$ cat src/rtl/phys_reg_free_list.sv
// Circular free list of physical register specifiers: recycles committed previous
// mappings and hands free registers to rename through a val/rdy allocation port.
module phys_reg_free_list #(
   parameter int unsigned p_num_phys_regs  = 64,
   parameter int unsigned p_phys_addr_bits = $clog2(p_num_phys_regs)
) (
   input  logic                        clk,
   input  logic                        rst,
   input  logic                        alloc_val,
   output logic                        alloc_rdy,
   output logic [p_phys_addr_bits-1:0] alloc_preg,
   input  logic                        commit_val,
   input  logic                        commit_wen,
   input  logic [p_phys_addr_bits-1:0] commit_ppreg,
   output logic [$clog2(p_num_phys_regs-32+1)-1:0] free_count,
   output logic                        overflow
);

   localparam int unsigned p_depth    = p_num_phys_regs - 32;
   localparam int unsigned p_cnt_bits = $clog2(p_depth + 1);
   localparam int unsigned p_ptr_bits = (p_depth > 1) ? $clog2(p_depth) : 1;

   localparam logic [p_cnt_bits-1:0] CntFull = p_cnt_bits'(p_depth);
   localparam logic [p_ptr_bits-1:0] PtrLast = p_ptr_bits'(p_depth - 1);

   logic [p_phys_addr_bits-1:0] mem_q [p_depth];
   logic [p_ptr_bits-1:0]       head_q, head_d;
   logic [p_ptr_bits-1:0]       tail_q, tail_d;
   logic [p_cnt_bits-1:0]       count_q, count_d;
   logic                        overflow_q, overflow_d;

   logic pop_fire;
   logic push_req;
   logic push_fire;

   // Pointers wrap explicitly so the depth need not be a power of two.
   function automatic logic [p_ptr_bits-1:0] ptr_inc(input logic [p_ptr_bits-1:0] ptr);
      return (ptr == PtrLast) ? '0 : ptr + 1'b1;
   endfunction

   always_comb begin
      pop_fire  = alloc_val && (count_q != '0);
      push_req  = commit_val && commit_wen;
      // A pop in the same cycle frees a slot, so a push at full still fits.
      push_fire = push_req && ((count_q != CntFull) || pop_fire);
   end

   always_comb begin
      head_d     = head_q;
      tail_d     = tail_q;
      count_d    = count_q;
      overflow_d = overflow_q;
      if (pop_fire) begin
         head_d = ptr_inc(head_q);
      end
      if (push_fire) begin
         tail_d = ptr_inc(tail_q);
      end
      unique case ({push_fire, pop_fire})
         2'b10:   count_d = count_q + 1'b1;
         2'b01:   count_d = count_q - 1'b1;
         default: count_d = count_q;
      endcase
      if (push_req && !push_fire) begin
         overflow_d = 1'b1;
      end
   end

   always_ff @(posedge clk) begin
      if (rst) begin
         head_q     <= '0;
         tail_q     <= '0;
         count_q    <= CntFull;
         overflow_q <= 1'b0;
      end else begin
         head_q     <= head_d;
         tail_q     <= tail_d;
         count_q    <= count_d;
         overflow_q <= overflow_d;
      end
   end

   // Registers 0..31 hold architectural state at reset; the list starts with 32 upward.
   always_ff @(posedge clk) begin
      if (rst) begin
         for (int i = 0; i < int'(p_depth); i++) begin
            mem_q[i] <= p_phys_addr_bits'(32 + i);
         end
      end else if (push_fire) begin
         mem_q[tail_q] <= commit_ppreg;
      end
   end

   assign alloc_rdy  = (count_q != '0);
   assign alloc_preg = mem_q[head_q];
   assign free_count = count_q;
   assign overflow   = overflow_q;

endmodule

$ cat config.mk
export PLATFORM = sky130hd
export DESIGN_NAME = phys_reg_free_list
export DESIGN_NICKNAME = d
export VERILOG_FILES = /design/src/rtl/phys_reg_free_list.sv
export SDC_FILE = /design/constraint.sdc
export NUM_CORES = 1
export LEC_CHECK = 0
export ABC_AREA = 0
export BUFFER_PORTS_ARGS = -buffer_cell sky130_fd_sc_hd__buf_2
export CORE_ASPECT_RATIO = 0.9
export CORE_MARGIN = 2
export CORE_UTILIZATION = 50
export CTS_CLUSTER_SIZE = 10
export DETAILED_ROUTE_END_ITERATION = 16
export PLACE_DENSITY = 0.72
export SLEW_MARGIN = 10
export SYNTH_ARGS = -nofsm -noshare
export SYNTH_HDL_FRONTEND = slang
export SYNTH_SLANG_ARGS = --single-unit
$ cat constraint.sdc
create_clock -name clk -period 6.15 [get_ports clk]
set_input_delay 0.615 -clock clk [delete_from_list [all_inputs] [get_ports clk]]
set_output_delay 0.615 -clock clk [all_outputs]
set_load 0.1 [all_outputs]
# ---- After elaboration in Yosys (flattened, before gate mapping)
# Memory sizes are Yosys's and may differ from the RTL's. A register that Yosys moved wholly into a read port is not among the register bits.
# Index checks and enable logic that the tools add are counted.
dict set report totals {
  regBits 17
  ramBits 192
  input_bits 11
  out_inout_bits 14
  wordCells 36
  memories 1
}
# memory depth width rd rd_ports_with_merged_regs wr line
set mem_list {}
lappend mem_list {mem_q 32 6 1 1 32 26} ;# logic [p_phys_addr_bits-1:0] mem_q [p_depth];
dict set report classes {
  n_addsub 4
  n_eq_ne 5
  n_mux 13
  n_reduce_logical 9
}
# op count
set ops {}
lappend ops {{2-to-1 mux 5 bit} 5}
lappend ops {{case mux 6 bit (2 select lines)} 1}
lappend ops {{adder 5 x 1 -> 5 bit (second input constant)} 2}
lappend ops {{== test 5 bit (second input constant)} 2}
lappend ops {{adder 6 x 1 -> 6 bit (second input constant)} 1}
lappend ops {{2-to-1 mux 1 bit} 6}
lappend ops {{2-to-1 mux 6 bit} 1}
lappend ops {{!= test 6 bit (second input constant)} 1}
lappend ops {{nonzero test 6 bit} 1}
lappend ops {{OR reduction 6 bit} 1}
lappend ops {{subtractor 6 x 1 -> 6 bit (second input constant)} 1}
lappend ops {{logical AND 1 bit} 4}
lappend ops {{== test 2 x 1 -> 1 bit (second input constant)} 1}
lappend ops {{== test 2 bit (second input constant)} 1}
lappend ops {{nonzero test 2 bit} 1}
lappend ops {{logical NOT 1 bit} 1}
lappend ops {{logical OR 1 bit} 1}

# ---- Longest topological paths before layout
# Gate-level depths: netlist of run 1.
dict set report logic_depth {
  word_depth 9
  ltp_mapped 12
  mapped_depth_nobuf 10
}

# ---- Least setup slack after synthesis of run 1
# No wires, ideal clock.
dict set report synth_timing {
  kind {register to register}
  startpoint {register count_q[1], in the netlist free_count[1]}
  endpoint {register count_q[5], in the netlist free_count[5]}
  setup_ns 0.120
  arrival_ns 4.142
  required_time_ns 6.030
  slack_ns 1.889
  path_stages_with_launch 13
  period_less_slack_ns 4.261
  cell_sequence {dfxtp_1 -> or4_1 -> buf_2 -> or3_1 -> clkbuf_1 -> nand2_2 -> inv_2 -> ha_1 -> a211oi_1 -> o21ai_0 -> a21oi_1 -> mux2i_1 -> a211o_1}
}
dict set report synth_between {
  elab_chain_len 6
  elab_cells_between_ends 11
  cone_classes {add/sub (2); eq/ne (3); mux (1); reduce/logical (5)}
}
# element line
set synth_rtl {}
lappend synth_rtl {{start, declared} 29} ;# logic [p_cnt_bits-1:0] count_q, count_d;
lappend synth_rtl {{start signal, assigned} 73} ;# count_q <= CntFull;
lappend synth_rtl {{start signal, assigned} 78} ;# count_q <= count_d;
lappend synth_rtl {{nonzero test 6 bit *} n/a}
lappend synth_rtl {{via alloc_rdy} 10} ;# output logic alloc_rdy,
lappend synth_rtl {{logical AND 1 bit *} 42} ;# pop_fire = alloc_val && (count_q != '0);
lappend synth_rtl {{logical OR 1 bit} 45} ;# push_fire = push_req && ((count_q != CntFull) || pop_fire);
lappend synth_rtl {{logical AND 1 bit} 45}
lappend synth_rtl {{== test 2 x 1 -> 1 bit / == test 2 bit (equally long branches)} 59} ;# unique case ({push_fire, pop_fire})
lappend synth_rtl {{case mux 6 bit (2 select lines) / nonzero test 2 bit (equally long branches)} n/a}
# The timed path passes the listed nets; every way through them passes the cells marked *.
# A chain may end at the register's enable or synchronous reset.

==> results of run 1 <==
==> state kept, by name (all words and copies together), names as in the netlist, named ones only <==
signal	cells
head_q	5
overflow	1
tail_q	5
mem_q	192
free_count	6
==> power breakdown <==
group	leakage, nW	internal (mW)	switching (mW)
clock	0.322	0.734	0.537
combinational	1.01	0.134	0.295
sequential	1.77	1.61	0.0494
total	3.09	2.48	0.881
==> layout make-up <==
cell class                 instances  area share (%)
sequential                       214            56.8
clock buffer                      33            6.00
clock inverter                     2           0.149
multi-input combinational        437            32.2
tap                              255            2.92
inverter                          14           0.481
timing repair buffer              29            1.44
==> path summary, 6_finish.rpt <==
check	from	end	slack (ns)	depth (start not counted)
max	flop	alloc_preg[2]	2.20	4
min	commit_ppreg[3]	mem_q[11][3]	0.38	2
max reg2reg	free_count[1]	free_count[5]	2.72	10
min reg2reg	overflow	overflow	0.48	2
==> kinds of logic after synthesis <==
kind of cell               share of synthesized area [%]
muxes                                               14.2
buffers and inverters                               3.73
AOI/OAI and AO/OA                                   4.16
xor gates and xnor gates                           0.173
adders and majority gates                           1.56
and+or+nand+nor                                     14.7
DFF                                                 61.4
==> stage by stage <==
stage	worst slack (ns)	area (µm²)	util [%]
2_1_floorplan	1.89	10100	-
3_3_place_gp	2.70	10300	51.5
3_5_place_dp	2.69	10300	51.5
4_1_cts	2.15	10900	54.9
5_1_grt	2.06	10900	54.9
6_report	2.20	10900	54.9
==> layer usage <==
layer / global-route usage (%) / part of all wire (%) / vias up
met5: 0 / 0 / -
met4: 6.20 / 2.6 / 0
met3: 3.91 / 9.5 / 42
met2: 34.5 / 48 / 303
met1: 30.7 / 40 / 3138
li1: - / - / 2768
==> layout by cell type (no fill, tap or decap), drive strengths merged, types with 3 or more instances in the layout <==
cell type / instances
edfxtp: 192
or3: 65
nand2: 63
mux4: 60
nor3: 46
nor2: 43
o21ai: 39
clkbuf: 33
buf: 29
and2: 26
dfxtp: 22
a21oi: 16
nand3: 16
inv: 14
ha: 11
and3: 7
mux2: 6
or4: 4
nand3b: 3
a31oi: 3
o41ai: 3
==> worst max-delay path: cells and delay by family, from the launching register on <==
kind | cells | cell delay (ns)
buf+inv | 1 | 0.30
flops | 1 | 0.99
mux | 3 | 1.49
==> flow_summary_export.csv, run 1 <==
group,metric,value,unit
global_route,grtUsageTotal,21.6,%
placed_design,place_hpwl,14.2,mm
yosys,syn_avg_cell_area,13.7,µm²
global_route,grt_pass1_vias,6096,
route,drtPass1Iterations,5,
route,final_antenna_net_count,0,
timing,maxSlewHeadroom,11.2,%
setup_path,crit_path_start_kind,"flop",
floorplan,die_width,154,µm
power_and_ir_drop,ir_worst_vdd,198,µV
placed_design,placed_cells,949,
hold_path,min-delay-path-class,"input pin to flop",
route,drc,0,
yosys,synthTopCellsByCount,"edfxtp_1, or3_1, nand2_1",
yosys,ys_seq_area_share,61.4,%
yosys,synth_area,10100,µm²
yosys,ys_types,48,
global_route,grt_max_degree,49,
timing,hold-worst-slack,0.384,ns
timing,skew,0.0205,ns
layout,final_nets,744,
setup_path,cp_max_fo,48,
yosys,async_flop_share,0,%
floorplan,rows,49,
yosys,synth_nets,762,
yosys,ys_warn_count,0,
timing,clock.fmax,253,MHz
floorplan,core,19900,µm²
timing,fin_setup_tns,0,ns
route,drt_wl_total,22.7,mm
timing,fin_crit_sh,64.2,%
timing,worst_pin_slew,1.33,ns
route,wl_per_cell,23.1,µm
power_and_ir_drop,p_per_area,308,nW/µm²
clock_tree,ctsHoldBuffers,0,
timing,drv_slew,0,
layout,drive_gt1_share,18.8,%
yosys,ys_ff_latch,214,
timing,post-route-min-period,3.95,ns
setup_path,critPathKind,"flop to output port",
clock_tree,cts_tree,"done",
layout,area_growth_syn_to_layout,8.21,%
yosys,yosys-top-cells-area,"edfxtp_1, mux4_2, dfxtp_1",
floorplan,die_h,139,µm
setup_path,slowest_stage,"dfxtp_4",
layout,multi_input_area,3520,µm²
clock_tree,root_buffer,"clkbuf_16",
setup_path,critPathCaptureType,"output port",
clock_tree,htreeDepth,1,
run,maxCapViolations,0,
floorplan,die_area,21400,µm²
floorplan,num_io_pins,25,
yosys,synth_edf_count,192,
layout,fill_cells,1547,
route,num_vias,6251,
yosys,netlist.area_leader.share,57.1,%
setup_path,worstPathCellList,"mux4_2 > mux4_2 > mux2_2 > buf_2",
global_route,grt_pass1_wl,35.2,mm
layout,stdcell_count,984,
timing,rsz0062_at_grt,"no",
placed_design,portBuffers,24,
setup_path,arrival,3.33,ns
route,drtIter0Drc,678,
clock_tree,cts_resized,0,
clock_tree,max-clock-path-buffers,3,
setup_path,max_stage_delay,0.99,ns
yosys,yosys.area.top_type,"edfxtp_1",
clock_tree,post_cts_buffers,0,
timing,setup_viol,0,
setup_path,worst_path_most_repeated_cell,"mux4_2",
clock_tree,numCtsBuffers,25,
setup_path,cp.required,5.53,ns
timing,hold_viol,0,
yosys,synthCells,739,
power_and_ir_drop,p_total,3.36,mW
placed_design,globalplace.congestion,0.841,
yosys,ys.flop_type,"edfxtp_1",
route,vias_per_cell,6.35,
layout,n_antenna_cell,0,
clock_tree,clock_latency,0.52,ns
power_and_ir_drop,leakagePower,3.09,nW
clock_tree,cts_sinks,214,
clock_tree,clkSlewWorstSetupHoldPaths,0.05,ns
status,status,"finished, final reports clean",
layout,seqCellArea,6210,µm²
global_route,antenna_found_initial,0,
floorplan,initial_core_util,50.7,%
yosys,synth.most_common_cell,"edfxtp_1",
global_route,gr-total-overflow,0,
Note: power is estimated with default switching activity, not from simulation.
==> run 2: changes to the inputs <==
ABC_AREA = 1   (was 0)
clock period = 4 ns   (was 6.15 ns; I/O delays follow)
==> run 2 against run 1 <==
Highest routed layer unchanged. Non-clock buffer count increased by 7. Register-to-register slack got worse by 1.1 ns. Design area grew 3.3%. Via count grew 26%. Utilization up 1.6 points. Global-route usage grew 2.3 points. Cell count grew 44%. Critical path depth rose by 6. Sequential power is 52% higher. Synthesized area is 1.1% higher. Flip-flop and latch count did not move. Clock skew down 0.0015 ns.
==> flow_summary_export.csv, run 2 <==
group,metric,value,unit
layout,stdcell_area,11300,µm²
timing,setup_viol,0,
power_and_ir_drop,p_total,5.54,mW
timing,worst_pin_slew,0.991,ns
timing,hold-worst-slack,0.136,ns
timing,clock.fmax,317,MHz
clock_tree,ctsHoldBuffers,0,
route,drc,0,
setup_path,cp_max_fo,96,
setup_path,critPathKind,"flop to output port",
yosys,async_flop_share,0,%
global_route,grtUsageTotal,23.9,%
clock_tree,cts_sinks,214,
clock_tree,numCtsBuffers,25,
global_route,grt_pass1_wl,40.0,mm
yosys,yosys.area.top_type,"edfxtp_1",
floorplan,rows,49,
yosys,ys_warn_count,0,
setup_path,cp.required,3.60,ns
placed_design,place_area,10600,µm²
power_and_ir_drop,p_per_area,491,nW/µm²
clock_tree,clkSlewWorstSetupHoldPaths,0.06,ns
clock_tree,htreeDepth,1,
yosys,ys_ff_latch,214,
placed_design,globalplace.congestion,0.858,
route,num_vias,7870,
clock_tree,clock_latency,0.52,ns
layout,largest_reg_flops,192,
setup_path,crit_path_start_kind,"flop",
hold_path,min-delay-path-class,"input pin to flop",
layout,final_util,56.5,%
placed_design,portBuffers,24,
route,drt_wl_total,25.5,mm
route,final_antenna_net_count,0,
floorplan,die_area,21600,µm²
floorplan,core,20000,µm²
yosys,synth_edf_count,192,
timing,post-route-min-period,3.15,ns
timing,hold_viol,0,
clock_tree,post_cts_buffers,0,
setup_path,arrival,2.75,ns
yosys,netlist.area_leader.share,56.5,%
yosys,synthTopCellsByCount,"nand2_1, edfxtp_1, nand3_1",
global_route,grt_max_degree,97,
layout,area_growth_syn_to_layout,10.6,%
yosys,ys.flop_type,"edfxtp_1",
yosys,synth_area,10200,µm²
floorplan,die_h,140,µm
global_route,grt_pass1_vias,7490,
layout,final_nets,1176,
layout,n_antenna_cell,0,
status,status,"finished, final reports clean",
power_and_ir_drop,leakagePower,4.37,nW
route,wl_per_cell,18.0,µm
clock_tree,cts_resized,0,
power_and_ir_drop,ir_worst_vdd,277,µV
yosys,ys_seq_area_share,60.8,%
placed_design,placed_cells,1381,
timing,fin_setup_tns,0,ns
route,drtIter0Drc,853,
timing,maxSlewHeadroom,33.9,%
global_route,gr-total-overflow,0,
yosys,synth_nets,1174,
timing,fin_crit_sh,78.8,%
layout,mostFrequentLayoutCells,"nand2_1, edfxtp_1, nand3_1",
yosys,synth.most_common_cell,"nand2_1",
timing,drv_slew,0,
clock_tree,max-clock-path-buffers,3,
yosys,ys_types,29,
layout,final_common_cell,"nand2_1",
route,drtPass1Iterations,5,
floorplan,num_io_pins,25,
route,vias_per_cell,5.55,
yosys,syn_avg_cell_area,8.87,µm²
yosys,synthCells,1151,
run,maxCapViolations,0,
floorplan,die_width,155,µm
placed_design,place_hpwl,16.3,mm
clock_tree,root_buffer,"clkbuf_16",
layout,stdcell_count,1418,
timing,rsz0062_at_grt,"no",
layout,largest-register,"mem_q",
placed_design,place_ws,1.44,ns
layout,drive_gt1_share,8.00,%
timing,timing.final.ws_setup,0.848,ns
timing,skew,0.0190,ns
global_route,antenna_found_initial,0,
setup_path,critPathCaptureType,"output port",
floorplan,initial_core_util,51.1,%
clock_tree,cts_tree,"done",
yosys,yosys-top-cells-area,"edfxtp_1, nand2_1, nand3_1",
-- run 2: changes by cell type after synthesis, moves of 12 or more --
cell     delta
nand2_1   +420
nand3_1   +145
nor2_1     +73
or3_1      -65
mux4_2     -60
nor3_1     -41
inv_1      +39
o21ai_0    -34
and2_1     -26
inv_2      +12
-- run 2: final cells by class --
cell class              instances  area, µm²
multi-input cells             811       3500
clock buffers                  35        663
fillers                      1800       8700
well taps                     255        319
flip-flops and latches        214       6210
clock inverters                 2       38.8
repair buffers                 36        313
inverters                      65        244
-- run 2: cell families after synthesis --
| kind of cell | after synthesis | share of synthesized area, % |
|---|---|---|
| AOI/OAI and AO/OA | 15 | 0.736 |
| and+or+nand+nor | 781 | 31.8 |
| buffers and inverters | 126 | 4.90 |
| adders and majority gates | 12 | 1.54 |
| DFF | 214 | 60.8 |
| xor gates and xnor gates | 3 | 0.257 |
-- run 2: final timing paths --
check        slack [ns]             to          start  cells past startpoint
min                0.14      tail_q[2]            rst                      2
max                0.85  alloc_preg[2]           flop                     10
min reg2reg        0.48       overflow       overflow                      2
max reg2reg        1.66  free_count[5]  free_count[1]                     13
-- run 2: critical path, cell delays in order (launching register included) --
cell and delay (ns):
dfxtp_2 0.33, buf_4 0.72, nand2_1 0.12, nand3_1 0.14, nand3_1 0.12, nand2_1 0.10, nand2_1 0.10, nand2_1 0.10
nand2_1 0.05, nand2_1 0.16, buf_12 0.20
-- run 2: report_power, final --
group	internal [mW]	switching, mW
Combinational	0.253	0.716
Clock	1.20	0.847
Sequential	2.48	0.0380
Total	3.94	1.60
-- run 2: metal layers --
metal / GRT usage, % / vias to the layer above / wire length, µm
met1: 33.7 / 3693 / 10700
met2: 37.4 / 370 / 11600
li1: - / 3747 / -
met4: 8.58 / 0 / 831
met3: 4.45 / 60 / 2390
met5: 0 / - / 0
